### config.mk
export PLATFORM = sky130hd
export DESIGN_NAME = p2s_rr_scheduler
export DESIGN_NICKNAME = d
export VERILOG_FILES = /design/src/rtl/p2s_sched_pkg.sv /design/src/rtl/p2s_rr_arbiter.sv /design/src/rtl/p2s_rr_scheduler.sv
export SDC_FILE = /design/constraint.sdc
export NUM_CORES = 1
export LEC_CHECK = 0
export BUFFER_PORTS_ARGS = -buffer_cell sky130_fd_sc_hd__clkbuf_2
export CORE_UTILIZATION = 54
export CTS_CLUSTER_DIAMETER = 150
export CTS_CLUSTER_SIZE = 10
export DETAILED_ROUTE_END_ITERATION = 16
export PLACE_DENSITY_LB_ADDON = 0.3
export SLEW_MARGIN = 20
export SYNTH_ARGS = -nofsm -noshare
export SYNTH_HDL_FRONTEND = slang
export SYNTH_SLANG_ARGS = --single-unit
### constraint.sdc
create_clock -name clk -period 4.65 [get_ports clk]
set_clock_uncertainty 0.05 [all_clocks]
set_input_delay 0 -clock clk [delete_from_list [all_inputs] [get_ports clk]]
set_output_delay 0 -clock clk [all_outputs]
set_load 0.02 [all_outputs]
### src/rtl/p2s_sched_pkg.sv
// Shared types and helpers for the round-robin parallel-to-serial scheduler.
package p2s_sched_pkg;

    typedef enum logic {
        ST_IDLE  = 1'b0,
        ST_SHIFT = 1'b1
    } state_e;

    localparam int DEF_NUM_REQ = 4;
    localparam int DEF_DATA_W  = 4;

    // Wide enough for any requester index up to 16 requesters.
    localparam int PTR_MAX_W = 4;

    // Wraps explicitly so non-power-of-two requester counts stay in range.
    function automatic logic [PTR_MAX_W-1:0] rr_inc(input logic [PTR_MAX_W-1:0] idx,
                                                    input int                    n);
        if (int'(idx) >= n - 1) return '0;
        return idx + 1'b1;
    endfunction

endpackage

### src/rtl/p2s_rr_arbiter.sv
// Combinational round-robin pick: first eligible index at or above ptr, wrapping.
module p2s_rr_arbiter #(
    parameter int NUM_REQ = 4,
    parameter int ID_W    = $clog2(NUM_REQ)
) (
    input  logic [NUM_REQ-1:0] eligible,
    input  logic [ID_W-1:0]    ptr,
    input  logic               enable,
    output logic [NUM_REQ-1:0] gnt,
    output logic [ID_W-1:0]    idx,
    output logic               any
);

    always_comb begin
        int          cand;
        logic [ID_W-1:0] cand_idx;
        gnt      = '0;
        idx      = '0;
        any      = 1'b0;
        cand     = 0;
        cand_idx = '0;
        for (int i = 0; i < NUM_REQ; i++) begin
            cand = int'(ptr) + i;
            if (cand >= NUM_REQ) cand = cand - NUM_REQ;
            cand_idx = ID_W'(cand);
            if (enable && !any && eligible[cand_idx]) begin
                any           = 1'b1;
                gnt[cand_idx] = 1'b1;
                idx           = cand_idx;
            end
        end
    end

endmodule

### src/rtl/p2s_rr_scheduler.sv
// Round-robin scheduler sharing one LSB-first serializer between NUM_REQ producers.
//   state    | meaning
//   ST_IDLE  | no frame on the link; any eligible request is granted immediately
//   ST_SHIFT | frame active, bit_cnt = 0..DATA_W-1; last bit doubles as accept slot
module p2s_rr_scheduler
    import p2s_sched_pkg::*;
#(
    parameter int NUM_REQ = DEF_NUM_REQ,
    parameter int DATA_W  = DEF_DATA_W,
    parameter int ID_W    = $clog2(NUM_REQ)
) (
    input  logic                      clk,
    input  logic                      reset,
    input  logic [NUM_REQ-1:0]        req_i,
    input  logic [NUM_REQ*DATA_W-1:0] data_i,
    input  logic [NUM_REQ-1:0]        mask_i,
    output logic [NUM_REQ-1:0]        gnt_o,
    output logic                      serial_o,
    output logic                      valid_o,
    output logic                      last_o,
    output logic [ID_W-1:0]           src_id_o,
    output logic                      busy_o
);

    localparam int CNT_W = $clog2(DATA_W);

    state_e              state;
    logic [DATA_W-1:0]   shreg;
    logic [CNT_W-1:0]    bit_cnt;
    logic [ID_W-1:0]     ptr;
    logic [ID_W-1:0]     src_id;

    logic                last_bit;
    logic                accept;
    logic [NUM_REQ-1:0]  eligible;
    logic [NUM_REQ-1:0]  arb_gnt;
    logic [ID_W-1:0]     arb_idx;
    logic                arb_any;
    logic [DATA_W-1:0]   words [NUM_REQ];

    always_comb begin
        for (int k = 0; k < NUM_REQ; k++) begin
            words[k] = data_i[k*DATA_W +: DATA_W];
        end
    end

    assign last_bit = (state == ST_SHIFT) && (bit_cnt == CNT_W'(DATA_W - 1));
    // Gating with reset keeps grants off while the block is held in reset.
    assign accept   = reset && ((state == ST_IDLE) || last_bit);
    assign eligible = req_i & mask_i;

    p2s_rr_arbiter #(
        .NUM_REQ (NUM_REQ),
        .ID_W    (ID_W)
    ) u_arb (
        .eligible (eligible),
        .ptr      (ptr),
        .enable   (accept),
        .gnt      (arb_gnt),
        .idx      (arb_idx),
        .any      (arb_any)
    );

    always_ff @(posedge clk) begin
        if (!reset) begin
            state   <= ST_IDLE;
            shreg   <= '0;
            bit_cnt <= '0;
            src_id  <= '0;
            ptr     <= '0;
        end else if (arb_any) begin
            state   <= ST_SHIFT;
            shreg   <= words[arb_idx];
            src_id  <= arb_idx;
            bit_cnt <= '0;
            ptr     <= ID_W'(rr_inc(PTR_MAX_W'(arb_idx), NUM_REQ));
        end else if (state == ST_SHIFT) begin
            shreg <= shreg >> 1;
            if (last_bit) begin
                state   <= ST_IDLE;
                bit_cnt <= '0;
            end else begin
                bit_cnt <= bit_cnt + 1'b1;
            end
        end
    end

    assign gnt_o    = arb_gnt;
    assign valid_o  = (state == ST_SHIFT);
    assign busy_o   = valid_o;
    assign serial_o = valid_o & shreg[0];
    assign last_o   = last_bit;
    assign src_id_o = src_id;

endmodule

==> results of run 1 <==
## Yosys cell counts, types with 2 or more instances
cell / instances
sky130_fd_sc_hd__clkbuf_1: 4
sky130_fd_sc_hd__nand2b_1: 2
sky130_fd_sc_hd__mux2i_1: 3
sky130_fd_sc_hd__ha_1: 5
sky130_fd_sc_hd__a31oi_1: 5
sky130_fd_sc_hd__or3_1: 2
sky130_fd_sc_hd__nand3_1: 6
sky130_fd_sc_hd__a221oi_1: 4
sky130_fd_sc_hd__and2_1: 7
sky130_fd_sc_hd__nor3_1: 2
sky130_fd_sc_hd__nand2_1: 19
sky130_fd_sc_hd__dfxtp_1: 11
sky130_fd_sc_hd__mux2_2: 5
sky130_fd_sc_hd__nor2_1: 7
sky130_fd_sc_hd__mux2_1: 2
sky130_fd_sc_hd__a2bb2oi_1: 4
sky130_fd_sc_hd__mux4_2: 3
sky130_fd_sc_hd__a222oi_1: 4
sky130_fd_sc_hd__a311oi_1: 3
sky130_fd_sc_hd__o2111a_1: 2
sky130_fd_sc_hd__inv_1: 5
sky130_fd_sc_hd__buf_6: 2
sky130_fd_sc_hd__a21oi_1: 4
sky130_fd_sc_hd__o21ai_0: 5
## metrics by stage
step / utilization / power, W / hold WS (ps) / area (um2)
2_1_floorplan: - / 0.000543 / 149 / 1110
3_3_place_gp: 0.654 / 0.000610 / 248 / 1270
3_5_place_dp: 0.654 / 0.000628 / 261 / 1270
4_1_cts: 0.683 / 0.000699 / 11.8 / 1330
5_1_grt: 0.683 / 0.000754 / 34.5 / 1330
6_report: 0.683 / 0.000701 / 10.1 / 1330
## flip-flops by register name, summed over array words and instances, names as in the netlist
register	count
shreg	4
src_id_o	2
busy_o	1
bit_cnt	2
ptr	2
## cell families after synthesis
family | count (synthesis)
buffers and inverters | 13
muxes | 13
AOI/OAI and AO/OA | 41
and+or+nand+nor | 52
DFF | 11
adders and majority gates | 5
## worst max-delay path, stage by stage (launching register included)
cell and delay, ps:
sky130_fd_sc_hd__dfxtp_1 760, sky130_fd_sc_hd__inv_4 110, sky130_fd_sc_hd__ha_1 490, sky130_fd_sc_hd__mux4_2 370, sky130_fd_sc_hd__a41oi_1 400, sky130_fd_sc_hd__a22o_1 470
sky130_fd_sc_hd__mux2_2 390, sky130_fd_sc_hd__a2bb2oi_1 130
## per-layer routing
layer / share of wire / GRT usage / vias to the layer above
li1: - / - / 602
met1: 0.43 / 0.317 / 534
met2: 0.47 / 0.419 / 67
met3: 0.069 / 0.0615 / 12
met4: 0.034 / 0.137 / 0
met5: 0 / 0 / -
## repair_timing
item,CTS,global route
endpoints found under the setup margin,0,0
hold buffers,3,0
endpoints found under the hold margin,3,0
## worst max-delay path by stage
stage / endpoint / depth (start not counted) / start
2_1_floorplan: shreg[1] / 10 / ptr[0]
3_5_place_dp: shreg[0] / 7 / ptr[0]
3_3_place_gp: shreg[0] / 7 / ptr[0]
6_report: shreg[0] / 7 / ptr[0]
4_1_cts: shreg[0] / 7 / ptr[0]
5_1_grt: shreg[0] / 7 / ptr[0]
## cell type report
cell class,count,area [um2],area share
Multi-Input combinational cell,111,816,0.615
Sequential cell,11,220,0.166
Inverter,6,25.0,0.0189
Tap cell,27,33.8,0.0255
Clock buffer,4,26.3,0.0198
Timing Repair Buffer,38,205,0.155
## power by group
group | switching, W | internal (W)
registers | 0.0000474 | 0.000136
clock network | 0.0000356 | 0.0000333
logic | 0.000250 | 0.000199
total | 0.000333 | 0.000368
==> impl_metrics.py, run 1 <==
metrics = {
    "sta": {
        "finalMaxSlewViolations": 0,
        "share_of_the_clock_period_used_by_the_worst_path_after_layout": 0.710,
        "rsz_0062_raised_after_global_routing": "false",
        "hold_fails_final_rpt": 0,
        "max_clock_freq_ghz": 0.303,
        "period_minus_slack_ps": 3300,
        "worst_slew_margin_relative_to_its_limit": 0.525,
        "worst_slew_pin_slew_ps": 708,
        "totalNegativeSetupSlack_ps": 0,
        "setup_viol": 0,
        "final.setup.worst_slack_ps": 1350,
    },
    "placement": {
        "dp_cells": 190,
        "placement.setup.worst_slack_ps": 1380,
        "dp_hpwl_um": 2120,
        "gp_congestion": 0.939,
        "placement.io_buffers": 35,
    },
    "logic_synthesis": {
        "yosysWarningCount": 0,
        "synth-async-reset-ratio": 0,
        "post_synth_and_or_nand_nor_area_fraction": 0.233,
        "ys_seq_area_frac": 0.199,
        "largest_family_of_logic_cells_by_synthesized_area": "compound AO/OA/AOI/OAI gates",
        "ys_types": 43,
        "synth.mux.area_fraction": 0.160,
        "synth_fa_ha_area_frac": 0.0566,
        "synth_edf_count": 0,
        "compound_gate_fraction_of_synth_area": 0.288,
        "share_of_yosys_cell_area_claimed_by_the_top_area_cell_type": 0.199,
        "synth-seq-cells": 11,
        "synthesis.area_per_instance_um2": 8.19,
        "cell_count_after_synthesis": 135,
        "synth_xor_area_frac": 0,
        "netlist_top_cells_area": "sky130_fd_sc_hd__dfxtp_1 (20%), sky130_fd_sc_hd__nand2_1 (6.4%), sky130_fd_sc_hd__mux4_2 (6.1%)",
        "synth_fp_nets": 166,
        "syn-cell-area_um2": 1110,
        "synth_top_area_cell": "sky130_fd_sc_hd__dfxtp_1",
        "synth_top_flop_cell": "sky130_fd_sc_hd__dfxtp_1",
    },
    "die": {
        "number_of_placement_rows": 16,
        "dieWidth_um": 47.3,
        "initial_utilization": 0.570,
        "num_io_pins": 36,
        "placeableCoreArea_um2": 1940,
        "dieArea_um2": 2230,
        "die_height_um": 47.3,
    },
    "global_route": {
        "initial_antenna_violation_count": 0,
        "grt_start_max_net_pins": 20,
        "global_route.usage.total": 0.259,
        "global_route.overflow_total": 0,
        "first_pass_grt_wire_length_um": 4040,
        "grt_pass1_vias": 1009,
    },
    "route": {
        "drt_pass1_iterations": 5,
        "drt_wl_total_um": 2760,
        "ant_nets": 0,
        "drcViolationCount": 0,
        "post_drt_wl_per_cell_um": 14.0,
        "first_iter_violations": 58,
        "via_count": 1215,
        "drt-vias-per-instance": 6.17,
    },
    "run": {
        "drv.max_cap_violation_count": 0,
    },
    "critical_path": {
        "r2r_end": "shreg[0]",
        "timing.reg2reg.worst_path_depth": 7,
        "ff2ff_setup_slack_ps": 1350,
        "r2r_start": "ptr[0]",
        "worstPathArrival_ps": 3420,
        "crit_path_start_kind": "register",
        "worst-endpoint-required_ps": 4760,
        "crit_fanout": 19,
        "timing_worst_setup_path_type": "reg -> reg",
        "endpoint_kind": "register",
    },
    "worst_hold_path": {
        "hold_class": "in -> reg",
        "min-delay-start": "data_i[0]",
        "holdPathEnd": "shreg[0]",
        "hold_path_depth": 3,
    },
    "cts": {
        "root_cell_of_the_clock_tree": "sky130_fd_sc_hd__clkbuf_4",
        "cts.sinks": 11,
        "numCtsBuffers": 3,
        "h-tree-depth": 1,
        "cts.reportedPaths.clkPinSlew_ps": 70,
        "cts.repair_timing.setup_buffer_count": 0,
        "cts_buffer_depth": 2,
        "clk_latency_ps": 280,
        "cts_tree": "done",
        "cts-resized-gates": 0,
    },
    "final_layout": {
        "area_growth_pct": 19.9,
        "final_common_cell": "sky130_fd_sc_hd__clkbuf_2",
        "antenna-diode-count": 0,
        "layout-drive-gt1-share": 0.276,
        "instances_no_fill": 197,
        "nFillCells": 170,
        "final_nets": 202,
        "final_cell_mix": "sky130_fd_sc_hd__clkbuf_2 (35), sky130_fd_sc_hd__nand2_1 (19), sky130_fd_sc_hd__dfxtp_1 (11)",
    },
    "run_status": {
        "outcome": "finished, final reports clean",
    },
    "power_and_ir_drop": {
        "leakage_nw": 0.602,
        "power.density_cell_area_nw_per_um2": 529,
        "ir_worst_vdd_v": 0.000366,
    },
}
No activity file was read; power rests on OpenSTA's default activity.
==> inputs of run 2 (changes only) <==
- CORE_UTILIZATION: 54 -> 50
- clock period: 4.65 -> 3.45 ns (I/O delays scaled with it)
==> run 2 against run 1 <==
Critical path depth is the same. Global-route usage is 1.2 points lower. Highest routed layer unchanged. Non-clock buffer count up 1. Largest cell class unchanged. Final area rose by 0.57%. Critical path type unchanged. Utilization is 2.3 points lower. Clock-buffer cell count is the same. Sequential share of layout area decreased by 0.093 points. Fmax increased by 7.6%. Routed wire length fell by 1.3%.
==> impl_metrics.py, run 2 (synthesized netlist as in run 1, its figures left out) <==
metrics = {
    "run_status": {
        "outcome": "finished, final reports clean",
    },
    "global_route": {
        "global_route.overflow_total": 0,
        "first_pass_grt_wire_length_um": 4660,
        "grt_pass1_vias": 1068,
        "initial_antenna_violation_count": 0,
        "global_route.usage.total": 0.248,
        "grt_start_max_net_pins": 19,
    },
    "final_layout": {
        "area_growth_pct": 20.6,
        "antenna-diode-count": 0,
        "largest-register": "shreg",
        "largest_reg_flops": 4,
        "final_cell_mix": "sky130_fd_sc_hd__clkbuf_2 (35), sky130_fd_sc_hd__nand2_1 (19), sky130_fd_sc_hd__dfxtp_1 (11)",
        "nFillCells": 172,
        "final_common_cell": "sky130_fd_sc_hd__clkbuf_2",
        "final_nets": 203,
        "layout-drive-gt1-share": 0.281,
    },
    "critical_path": {
        "timing.critical_path.slowest_cell_delay_ps": 500,
        "worstPathArrival_ps": 3180,
        "endpoint_kind": "register",
        "timing.critical_path.max_delay_family": "compound AO/OA/AOI/OAI gates",
        "slowest_stage": "sky130_fd_sc_hd__ha_1",
        "ff2ff_setup_slack_ps": 380,
        "crit_fanout": 12,
        "critPathBufInv": 1,
        "timing_worst_setup_path_type": "reg -> reg",
        "worst-endpoint-required_ps": 3560,
        "crit_path_start_kind": "register",
        "path_cells": "inv_1, ha_1, mux4_2, a41oi_1, a22o_1, mux2_2, a2bb2oi_1",
    },
    "cts": {
        "cts-resized-gates": 0,
        "root_cell_of_the_clock_tree": "sky130_fd_sc_hd__clkbuf_4",
        "cts_buffer_depth": 2,
        "cts.sinks": 11,
        "h-tree-depth": 1,
        "cts_tree": "done",
        "clk_latency_ps": 270,
        "cts.reportedPaths.clkPinSlew_ps": 70,
        "numCtsBuffers": 3,
    },
    "sta": {
        "max_clock_freq_ghz": 0.326,
        "rsz_0062_raised_after_global_routing": "false",
        "finalMaxSlewViolations": 0,
        "worst_slew_margin_relative_to_its_limit": 0.571,
        "worst_slew_pin_slew_ps": 638,
        "share_of_the_clock_period_used_by_the_worst_path_after_layout": 0.889,
        "hold_fails_final_rpt": 0,
        "setup_viol": 0,
        "final.setup.worst_slack_ps": 383,
        "period_minus_slack_ps": 3070,
        "totalNegativeSetupSlack_ps": 0,
    },
    "placement": {
        "dp_hpwl_um": 2080,
        "gp_congestion": 0.901,
        "placement.io_buffers": 35,
        "placement.setup.worst_slack_ps": 436,
    },
    "die": {
        "initial_utilization": 0.547,
        "number_of_placement_rows": 16,
        "placeableCoreArea_um2": 2020,
        "die_height_um": 49.0,
        "dieArea_um2": 2400,
        "dieWidth_um": 49.0,
        "num_io_pins": 36,
    },
    "route": {
        "route.met3.wl_um": 177,
        "drt_pass1_iterations": 4,
        "ant_nets": 0,
        "wl_met2_um": 1360,
        "wirelength_met1_um": 1180,
        "first_iter_violations": 51,
        "via_count": 1207,
        "post_drt_wl_per_cell_um": 13.8,
        "drcViolationCount": 0,
        "top_layer_used": "met4",
        "drt_wl_total_um": 2730,
        "drt-vias-per-instance": 6.10,
    },
    "power_and_ir_drop": {
        "ir_worst_vdd_v": 0.000500,
        "p_sw_frac": 0.476,
        "reg_power_frac": 0.244,
        "power.density_cell_area_nw_per_um2": 715,
        "leakage_nw": 0.607,
        "p_comb_frac": 0.664,
        "switchingPower_w": 0.000454,
        "cellInternalPower_w": 0.000500,
        "clockPowerShare": 0.092,
    },
    "worst_hold_path": {
        "hold_class": "in -> reg",
    },
    "run": {
        "drv.max_cap_violation_count": 0,
    },
}
==> run 2: cell types whose count changed in the layout (fill, tap and decap cells not counted), sizes merged <==
| cell | delta |
|---|---|
| buf | +1 |
==> run 2: area by class of cell <==
class | count | area [um2] | area share
Clock buffer | 4 | 26.3 | 0.0197
Inverter | 6 | 25.0 | 0.0188
Multi-Input combinational cell | 111 | 816 | 0.612
Sequential cell | 11 | 220 | 0.165
Tap cell | 27 | 33.8 | 0.0253
Timing Repair Buffer | 39 | 213 | 0.159
==> run 2: power by group through the flow <==
stage | Clock, W | Combinational (W) | Sequential, W
3_3_place_gp | 0 | 0.000601 | 0.000230
2_1_floorplan | 0 | 0.000502 | 0.000230
3_5_place_dp | 0 | 0.000617 | 0.000234
5_1_grt | 0.0000986 | 0.000697 | 0.000241
4_1_cts | 0.0000871 | 0.000625 | 0.000231
6_report | 0.0000882 | 0.000633 | 0.000233
==> run 2: timing repair <==
| action | in CTS | in global routing |
|---|---|---|
| hold endpoints to repair | 2 | 1 |
| buffers inserted | 0 | 0 |
| hold buffers | 2 | 1 |
==> run 2: per-stage QoR <==
stage                     hold slack [ps]   util  total power, W  area, um2  std cells
after floorplan                       149      -        0.000733       1110        135
after global placement                248  0.632        0.000831       1280        191
after detailed placement              251  0.632        0.000851       1280        191
after CTS                            2.68  0.655        0.000943       1320        197
after global routing                 17.1  0.660         0.00104       1330        198
final                                9.61  0.660        0.000954       1330        198
==> run 2: final timing paths <==
kind,cells past startpoint,to,startpoint
worst max register to register,7,shreg[3],ptr[1]
worst max-delay path,7,shreg[3],ptr[1]
worst min register to register,2,src_id_o[1],src_id_o[1]
worst min-delay path,3,shreg[1],data_i[1]
==> run 2: tightest hold or removal path, cell delays in order <==
cell	delay, ps
sky130_fd_sc_hd__clkbuf_2	80
sky130_fd_sc_hd__a31oi_1	70
sky130_fd_sc_hd__a2bb2oi_1	140
==> run 2: per-layer routing <==
layer / vias up / track usage
met5: - / 0
met4: 0 / 0.0490
met3: 2 / 0.0467
met2: 62 / 0.433
met1: 541 / 0.315
li1: 602 / -
